--- config.mk ---
export PLATFORM = sky130hd
export DESIGN_NAME = q3_stream_decoder_flat
export DESIGN_NICKNAME = d
export VERILOG_FILES = /design/src/rtl/q3_pkg.sv /design/src/rtl/q3_stream_decoder_if.sv /design/src/rtl/q3_dec_history.sv /design/src/rtl/q3_stream_decoder.sv /design/src/flat_wrapper.sv
export SDC_FILE = /design/constraint.sdc
export NUM_CORES = 1
export LEC_CHECK = 0
export ABC_AREA = 1
export BUFFER_PORTS_ARGS = -buffer_cell sky130_fd_sc_hd__buf_2
export CAP_MARGIN = 30
export CORE_UTILIZATION = 55
export DETAILED_ROUTE_END_ITERATION = 10
export PLACE_DENSITY_LB_ADDON = 0.05
export SLEW_MARGIN = 10
export SYNTH_ARGS = -nofsm -noshare
export SYNTH_HDL_FRONTEND = slang
export SYNTH_SLANG_ARGS = --single-unit
export TNS_END_PERCENT = 20
--- constraint.sdc ---
create_clock -name clk -period 2.8 [get_ports clk]
set_clock_uncertainty 0.05 [all_clocks]
set_input_delay 0.56 -clock clk [delete_from_list [all_inputs] [get_ports clk]]
set_output_delay 0.56 -clock clk [all_outputs]
set_load 0.01 [all_outputs]
--- src/rtl/q3_pkg.sv ---
// -----------------------------------------------------------------------------
// q3_pkg
// Shared constants and types for the Q3 encoder/decoder pair. The encoder and
// the stream decoder both take their defaults from here, so the two sides can
// never disagree about the additive constant or the history seeds.
//   Q3_W        sample width in bits
//   Q3_K        additive constant applied by the encoder
//   Q3_SEED_A   seed for the two first-stage history registers
//   Q3_SEED_B   seed for the second-stage history register
//   Q3_COUNT_W  width of the decoded-beat counter
//   q3_dec_state_t  decoder priming state
// -----------------------------------------------------------------------------
package q3_pkg;

   localparam int Q3_W       = 8;
   localparam int Q3_K       = 17;
   localparam int Q3_SEED_A  = 3;
   localparam int Q3_SEED_B  = 0;
   localparam int Q3_COUNT_W = 16;

   // SEEDED: history still holds the seeds, ONE: one real sample in history,
   // STEADY: both history taps hold recovered samples.
   typedef enum logic [1:0] {
      SEEDED = 2'd0,
      ONE    = 2'd1,
      STEADY = 2'd2
   } q3_dec_state_t;

endpackage

--- src/rtl/q3_stream_decoder_if.sv ---
// -----------------------------------------------------------------------------
// q3_stream_decoder_if
// Valid/ready stream bundle around the Q3 decoder: the encoded input stream and
// the decoded output stream.
//   in_data/in_valid/in_ready     encoded sample y[n] handshake
//   out_data/out_valid/out_ready  decoded sample x[n] handshake
// Modports:
//   master  the side that feeds y and consumes x (wrapper or testbench)
//   slave   the decoder itself
// -----------------------------------------------------------------------------
interface q3_stream_decoder_if
   import q3_pkg::*;
#(
   parameter int W = Q3_W
);

   logic [W-1:0] in_data;
   logic         in_valid;
   logic         in_ready;
   logic [W-1:0] out_data;
   logic         out_valid;
   logic         out_ready;

   modport master (
      output in_data, in_valid, out_ready,
      input  in_ready, out_data, out_valid
   );

   modport slave (
      input  in_data, in_valid, out_ready,
      output in_ready, out_data, out_valid
   );

endinterface

--- src/rtl/q3_dec_history.sv ---
// -----------------------------------------------------------------------------
// q3_dec_history
// The decoder's private copy of the encoder history registers.
//   clk, reset_n  clock and asynchronous active-low reset
//   clear         synchronous stream restart, reloads the seeds
//   advance       a beat was accepted, shift new_x into the history
//   new_x         the sample just recovered
//   h1            mirror of encoder reg1, x[n-1]
//   h3            mirror of encoder reg3, x[n-2]
// -----------------------------------------------------------------------------
module q3_dec_history
   import q3_pkg::*;
#(
   parameter int W      = Q3_W,
   parameter int SEED_A = Q3_SEED_A,
   parameter int SEED_B = Q3_SEED_B
) (
   input  logic         clk,
   input  logic         reset_n,
   input  logic         clear,
   input  logic         advance,
   input  logic [W-1:0] new_x,
   output logic [W-1:0] h1,
   output logic [W-1:0] h3
);

   localparam logic [W-1:0] SEED_A_W = SEED_A[W-1:0];
   localparam logic [W-1:0] SEED_B_W = SEED_B[W-1:0];

   logic [W-1:0] h2;

   // h2 mirrors the encoder's reg2 so that h3 picks up the seed of the first
   // stage on the second beat after a restart, exactly like the encoder does.
   // Reset and clear both reload the seeds; clear wins over a new beat.
   always_ff @(posedge clk or negedge reset_n) begin
      if (!reset_n) begin
         h1 <= SEED_A_W;
         h2 <= SEED_A_W;
         h3 <= SEED_B_W;
      end else if (clear) begin
         h1 <= SEED_A_W;
         h2 <= SEED_A_W;
         h3 <= SEED_B_W;
      end else if (advance) begin
         h3 <= h2;
         h1 <= new_x;
         h2 <= new_x;
      end
   end

endmodule

--- src/rtl/q3_stream_decoder.sv ---
// -----------------------------------------------------------------------------
// q3_stream_decoder
// Inverse of the Q3 encoder y[n] = x[n-2] ^ x[n-1] ^ (x[n] + K). Recovers x[n]
// from the encoded stream through a one-entry output register.
//   clk, reset_n  clock and asynchronous active-low reset (also clears out_data)
//   clear         synchronous stream restart, drops any beat offered with it
//   bus           slave side of the y/x valid/ready streams
//   primed        both history taps hold recovered samples
//   count         decoded beats since clear/reset, saturating
// -----------------------------------------------------------------------------
module q3_stream_decoder
   import q3_pkg::*;
#(
   parameter int W      = Q3_W,
   parameter int K      = Q3_K,
   parameter int SEED_A = Q3_SEED_A,
   parameter int SEED_B = Q3_SEED_B
) (
   input  logic                  clk,
   input  logic                  reset_n,
   input  logic                  clear,
   q3_stream_decoder_if.slave    bus,
   output logic                  primed,
   output logic [Q3_COUNT_W-1:0] count
);

   localparam logic [W-1:0]          K_W     = K[W-1:0];
   localparam logic [Q3_COUNT_W-1:0] CNT_MAX = {Q3_COUNT_W{1'b1}};

   logic          accept;
   logic          retire;
   logic [W-1:0]  h1;
   logic [W-1:0]  h3;
   logic [W-1:0]  dec_x;
   q3_dec_state_t state;

   // One-entry output register: a new beat fits when the slot is empty or is
   // being emptied this cycle. A beat offered together with clear is refused.
   assign bus.in_ready = !clear && (!bus.out_valid || bus.out_ready);
   assign accept       = bus.in_valid && bus.in_ready;
   assign retire       = bus.out_valid && bus.out_ready;

   // Undo the XOR with both history taps, then the add; the borrow falls off
   // the top so the result wraps modulo 2^W like the encoder's sum did.
   assign dec_x = (bus.in_data ^ h1 ^ h3) - K_W;

   q3_dec_history #(
      .W      (W),
      .SEED_A (SEED_A),
      .SEED_B (SEED_B)
   ) u_history (
      .clk     (clk),
      .reset_n (reset_n),
      .clear   (clear),
      .advance (accept),
      .new_x   (dec_x),
      .h1      (h1),
      .h3      (h3)
   );

   // Output slot. clear only invalidates the slot; out_data keeps its last
   // value so nothing downstream sees a spurious change. Loading a new beat
   // takes priority over retiring the old one.
   always_ff @(posedge clk or negedge reset_n) begin
      if (!reset_n) begin
         bus.out_data  <= '0;
         bus.out_valid <= 1'b0;
      end else if (clear) begin
         bus.out_valid <= 1'b0;
      end else if (accept) begin
         bus.out_data  <= dec_x;
         bus.out_valid <= 1'b1;
      end else if (retire) begin
         bus.out_valid <= 1'b0;
      end
   end

   // Priming FSM, advanced once per accepted beat. primed is registered
   // alongside the state so it always equals (state == STEADY).
   always_ff @(posedge clk or negedge reset_n) begin
      if (!reset_n) begin
         state  <= SEEDED;
         primed <= 1'b0;
      end else if (clear) begin
         state  <= SEEDED;
         primed <= 1'b0;
      end else if (accept) begin
         case (state)
            SEEDED: begin
               state  <= ONE;
               primed <= 1'b0;
            end
            ONE: begin
               state  <= STEADY;
               primed <= 1'b1;
            end
            default: begin
               state  <= STEADY;
               primed <= 1'b1;
            end
         endcase
      end
   end

   // Decoded-beat counter; it parks at all-ones while decoding carries on.
   always_ff @(posedge clk or negedge reset_n) begin
      if (!reset_n) begin
         count <= '0;
      end else if (clear) begin
         count <= '0;
      end else if (accept && (count != CNT_MAX)) begin
         count <= count + 1'b1;
      end
   end

endmodule
--- src/flat_wrapper.sv ---
// flat-port wrapper written by rule: the top's interface ports become plain ports
module q3_stream_decoder_flat import q3_pkg::*;
#(
   parameter int W      = Q3_W,
   parameter int K      = Q3_K,
   parameter int SEED_A = Q3_SEED_A,
   parameter int SEED_B = Q3_SEED_B
)
  (clk, reset_n, clear, primed, count, bus_in_data, bus_in_valid, bus_out_ready, bus_in_ready, bus_out_data, bus_out_valid);
  q3_stream_decoder_if #(.W(W)) bus_i ();
  input  logic clk;
  input  logic reset_n;
  input  logic clear;
  output logic primed;
  output logic [Q3_COUNT_W-1:0] count;
  input wire logic [$bits(bus_i.in_data)-1:0] bus_in_data;
  input wire logic [$bits(bus_i.in_valid)-1:0] bus_in_valid;
  input wire logic [$bits(bus_i.out_ready)-1:0] bus_out_ready;
  output wire logic [$bits(bus_i.in_ready)-1:0] bus_in_ready;
  output wire logic [$bits(bus_i.out_data)-1:0] bus_out_data;
  output wire logic [$bits(bus_i.out_valid)-1:0] bus_out_valid;
  assign bus_i.in_data = bus_in_data;
  assign bus_i.in_valid = bus_in_valid;
  assign bus_i.out_ready = bus_out_ready;
  assign bus_in_ready = bus_i.in_ready;
  assign bus_out_data = bus_i.out_data;
  assign bus_out_valid = bus_i.out_valid;
  q3_stream_decoder #(.W(W), .K(K), .SEED_A(SEED_A), .SEED_B(SEED_B)) u_core (.clk(clk), .reset_n(reset_n), .clear(clear), .bus(bus_i), .primed(primed), .count(count));
endmodule
# Word level (Yosys, flattened, before mapping)
# Cells that the tools add are included.
dict set report classes {
  shift 0
  n_reduce_logical 12
  n_lt_le_gt_ge 0
  muxes 15
  add_sub_neg 2
  n_eq_ne 1
  mul 0
  div 0
  bitwise_logic 3
}
# op n
set op_table {}
lappend op_table {{2-to-1 mux 16 bit} 2}
lappend op_table {{2-to-1 mux 8 bit} 4}
lappend op_table {{adder 16 x 1 -> 16 bit (second input constant)} 1}
lappend op_table {{!= test 16 bit (second input constant)} 1}
lappend op_table {{XOR 8 bit} 2}
lappend op_table {{subtractor 8 x 5 -> 8 bit (second input constant)} 1}
lappend op_table {{2-to-1 mux 1 bit} 6}
lappend op_table {{2-to-1 mux 2 bit} 3}
lappend op_table {{logical AND 1 bit} 4}
lappend op_table {{nonzero test 2 bit} 2}
lappend op_table {{nonzero test 3 bit} 1}
lappend op_table {{zero test 1 bit} 2}
lappend op_table {{zero test 2 bit} 1}
lappend op_table {{AND reduction 2 bit} 1}
lappend op_table {{logical OR 1 bit} 1}
lappend op_table {{NOT 1 bit} 1}
dict set report word_totals {
  memories 0
  romBits 0
  ff_bits 44
  latch_bits 0
  ramBits 0
  wordCells 40
  in_bits 13
}

# Logic depth before layout (Yosys ltp)
dict set report logic_depth {
  ltp_word 7
  ltp_mapped 12
  depth_no_buf 12
}

# Cells and area by module
# Synthesis repeated with hierarchy kept, for this count alone.
dict set report unflattened {
  hier_cells 335
  area_unflattened_um2 2486.1
}
# module cells_each area_per_inst_um2 n_inst seq_area_each_um2
set by_module_without_submodules {}
lappend by_module_without_submodules {q3_stream_decoder 265 1824.2 1 675.6}
lappend by_module_without_submodules {q3_dec_history 70 661.9 1 402.9}

# Least setup slack after synthesis
# No wires, ideal clock.
dict set report synth_path {
  kind {flip-flop to flip-flop}
  start {register u_core.count[0]}
  end {register u_core.count[12]}
  setup_time_ns 0.119
  synth_period_minus_slack_ns 1.620
  slack_ns 1.180
  path_stages_with_launch 10
  arrival_ns 1.451
  required_ns 2.631
  path_cell_list {dfrtp_1 > ha_1 > nand2_1 > nor2_4 > nand2_2 > nor2_4 > nor2_8 > buf_8 > a21oi_1 > nor2_1}
}
dict set report synth_between {
  elab_chain_cells 3
  elab_cells_between_ends 6
  cone_classes {add/sub (1); eq/ne (1); mux (2); reduce/logical (2)}
}
# item line_no
set synth_rtl {}
lappend synth_rtl {{start, declared} q3_stream_decoder.sv:24} ;# output logic [Q3_COUNT_W-1:0] count
lappend synth_rtl {{start signal, assigned} q3_stream_decoder.sv:112} ;# count <= count + 1'b1;
lappend synth_rtl {{adder 16 x 1 -> 16 bit / != test 16 bit (equally long branches)} {q3_stream_decoder.sv:112, q3_stream_decoder.sv:111}}
lappend synth_rtl {{2-to-1 mux 16 bit / logical AND 1 bit (equally long branches)} q3_stream_decoder.sv:111} ;# end else if (accept && (count != CNT_MAX)) begin
lappend synth_rtl {{2-to-1 mux 16 bit / nonzero test 2 bit (equally long branches)} -}
# Several ways; a longest one is shown, not always the timed one. The select of a mux whose other input is x is not followed.
# A chain may end at the register's enable or synchronous reset.

# Worst setup path in the final report
dict set report layout_path {
  start {register u_core.count[0]}
  end {register u_core.count[4]}
}
# Same word-level chain as after synthesis.

==> flow_summary.yaml <==
status:
  status: "finished, final reports clean"
timing:
  final.min_clock_period_ns: 1.725
  post-route-period-util: 0.6160
  maxSlewViolCount: 0
  slew_headroom: 0.6811
  rsz0062_at_grt: "no"
  fin_setup_tns_ns: 0
  hold_viol: 0
  hold_slack_ns: 0.1353
  fmax_mhz: 579.8
  worst_pin_slew_ns: 0.4778
  setup_viol: 0
setup_path:
  crit_path_max_fanout: 10
  r2r_setup_slack_ns: 1.08
  startpoint: "u_core.count[0]$_DFFE_PN0P_"
  criticalPathCategory: "flip-flop to flip-flop"
  crit_required_ns: 2.93
  timing.rr.end: "u_core.count[4]$_DFFE_PN0P_"
  r2r_cells: 8
  r2r_start: "u_core.count[0]$_DFFE_PN0P_"
  crit_arrival_ns: 1.85
  cp-start-kind: "flip-flop"
  critPathCaptureType: "flip-flop"
  endpoint: "u_core.count[4]$_DFFE_PN0P_"
logic_synthesis:
  yosysSeqAreaShare: 0.4506
  avgSynthCellArea_um2: 7.623
  syn_area_um2: 2394
  async_flop_share: 1.000
  synth_nets: 329
  synth_cells: 314
  synth-main-ff-cell: "dfrtp_1"
  synth-edff-count: 0
  ys_ff_latch: 43
  synth_warnings: 0
  synth_cell_types: 32
routing:
  dr_total_vias: 2079
  ant_nets: 0
  wl_per_cell_um: 12.24
  drt_wl_total_um: 4968
  drc: 0
  drtIter0Drc: 72
  drtPass1Iterations: 4
  via_per_inst: 5.121
power:
  peakVddDrop_mv: 0.2420
  powerDensity_nw_per_um2: 540.1
  p_leak_nw: 1.434
layout:
  n_antenna_cell: 0
  syn_to_final_growth_pct: 12.96
  fill_cells: 359
  layout-drive-gt1-share: 0.1798
  final_nets: 370
floorplan:
  num_rows: 23
  core_area_um2: 4086
  die_h_um: 67.97
  start_util: 0.5857
  io_pins: 40
  fp.dieW_um: 67.97
  fp.dieArea_um2: 4620
flow_run:
  drv_cap: 0
clocking:
  post_cts_resized: 0
  post_cts_buffers: 0
  clock_latency_ns: 0.29
  cts_buffers: 5
  cts_tree: "done"
  root_buffer: "clkbuf_8"
  cts_buffer_depth: 2
  cts_hold_buf: 0
  clk_pin_slew_ns: 0.08
  cts_sinks: 43
  cts_htree_levels: 2
global_route:
  grt_pass1_vias: 1938
  grt_max_degree: 44
  grt_pass1_wl_um: 8300
  grt_usage: 0.2420
  antenna_found_initial: 0
  gr-total-overflow: 0
place:
  place_congestion: 0.8484
  hpwlAfterDp_um: 3641
  portBuffers: 39
worst_hold_path:
  hold_class: "input pin to async pin"
[power breakdown]
group	switching, mW	internal, mW	leakage [nW]
combinational	0.213	0.128	0.824
clock	0.204	0.175	0.0422
sequential	0.0432	0.697	0.569
[state kept, by name, summed over array words and instances (netlist names)]
register	flops
u_core.bus.out_data	8
u_core.u_history.h2	8
u_core.bus.out_valid	1
u_core.u_history.h3	8
u_core.count	16
u_core.state	2
[worst min path at each step]
| stage | end | cells after the start | slack, ns | from |
|---|---|---|---|---|
| 3_3_place_gp | u_core.bus.out_data[2]$_DFFE_PN0P_ | 2 | 0.41 | u_core.bus.out_data[2]$_DFFE_PN0P_ |
| 6_report | u_core.bus.out_data[3]$_DFFE_PN0P_ | 1 | 0.14 | reset_n |
| 5_1_grt | u_core.bus.out_data[3]$_DFFE_PN0P_ | 1 | 0.15 | reset_n |
| 3_5_place_dp | u_core.bus.out_data[3]$_DFFE_PN0P_ | 2 | 0.42 | u_core.bus.out_data[3]$_DFFE_PN0P_ |
| 2_1_floorplan | u_core.bus.out_data[0]$_DFFE_PN0P_ | 0 | 0.21 | reset_n |
| 4_1_cts | u_core.count[9]$_DFFE_PN0P_ | 1 | 0.40 | reset_n |
[cell families (layout without fill, tap and decap cells)]
kind of cell               Yosys count  count (layout)  synth area share
AOI/OAI and AO/OA                   34              34           0.08416
xor gates and xnor gates             7               7           0.02561
adders and majority gates            2               2           0.01045
buffers and inverters               49              91           0.08782
DFF                                 43              43            0.4506
and+or+nand+nor                    179             179            0.3413
[routing by layer]
metal	global-route usage	wire length [um]
met1	0.2760	2283
met2	0.4412	2501
met3	0.05500	124
met4	0.07813	59
met5	0	0
[critical path, stage by stage (launching register included)]
cell	delay (ns)
dfrtp_1	0.42
ha_1	0.21
nand2_1	0.09
nor2_4	0.15
nand2_2	0.10
nor2_4	0.19
o21ai_2	0.16
a21oi_1	0.19
nor2_1	0.05
[cells in the final DEF (no fill, tap or decap)]
cell type / synthesis / layout
clkbuf_8: 0 / 5
nor3_1: 3 / 3
buf_12: 0 / 1
dfrtp_1: 41 / 41
a32o_1: 1 / 1
nor2_4: 4 / 4
buf_2: 3 / 39
nand2_1: 106 / 106
nor2_1: 22 / 22
o22a_1: 1 / 1
nor2_2: 1 / 1
clkinv_2: 0 / 1
nand2_4: 1 / 1
nand2_2: 2 / 2
xnor2_1: 1 / 1
o22ai_2: 1 / 1
nor3_2: 1 / 1
o21ai_0: 10 / 10
a22oi_1: 1 / 1
a21oi_1: 10 / 10
clkbuf_1: 0 / 2
inv_1: 40 / 40
o22ai_1: 7 / 7
o21ai_1: 2 / 2
nand3b_1: 1 / 1
nand4_1: 7 / 7
nand3_1: 29 / 29
o21ai_2: 1 / 1
xor2_1: 6 / 6
nor2_8: 2 / 2
ha_1: 2 / 2
dfstp_2: 2 / 2
inv_2: 3 / 3
[synthesized netlist by cell type (2+ instances only)]
cell type  instances  area share
o22ai_1            7       0.018
nand4_1            7       0.018
a21oi_1           10       0.021
nor2_8             2       0.017
buf_2              3      0.0063
o21ai_1            2      0.0042
nor2_1            22       0.035
inv_1             40       0.063
nor3_1             3      0.0063
dfrtp_1           41        0.43
ha_1               2       0.010
nor2_4             4       0.019
dfstp_2            2       0.022
inv_2              3      0.0047
o21ai_0           10       0.021
nand2_2            2      0.0052
nand3_1           29       0.061
nand2_1          106        0.17
xor2_1             6       0.022
[metrics by stage]
| step | area [um^2] | power (mW) | worst slack (ns) | util | std cells |
|---|---|---|---|---|---|
| detailed placement | 2603 | 1.093 | 0.8217 | 0.6369 | 397 |
| global placement | 2603 | 1.082 | 0.8711 | 0.6369 | 397 |
| finish | 2704 | 1.460 | 1.075 | 0.6617 | 406 |
| global route | 2704 | 1.561 | 0.9387 | 0.6617 | 406 |
| CTS | 2684 | 1.473 | 1.069 | 0.6568 | 405 |
| floorplan | 2394 | 0.9833 | 1.180 | - | 314 |
[cell type report]
cell class / instances / area (um^2) / share of cell area
multi-input combinational: 222 / 1105 / 0.4086
clock buffer: 7 / 76.32 / 0.02823
clock inverter: 1 / 5.005 / 0.001851
tap: 50 / 62.56 / 0.02314
timing repair buffer: 40 / 215.2 / 0.07959
inverter: 43 / 161.4 / 0.05969
sequential: 43 / 1079 / 0.3989
Note: power is estimated with default switching activity, not from simulation.
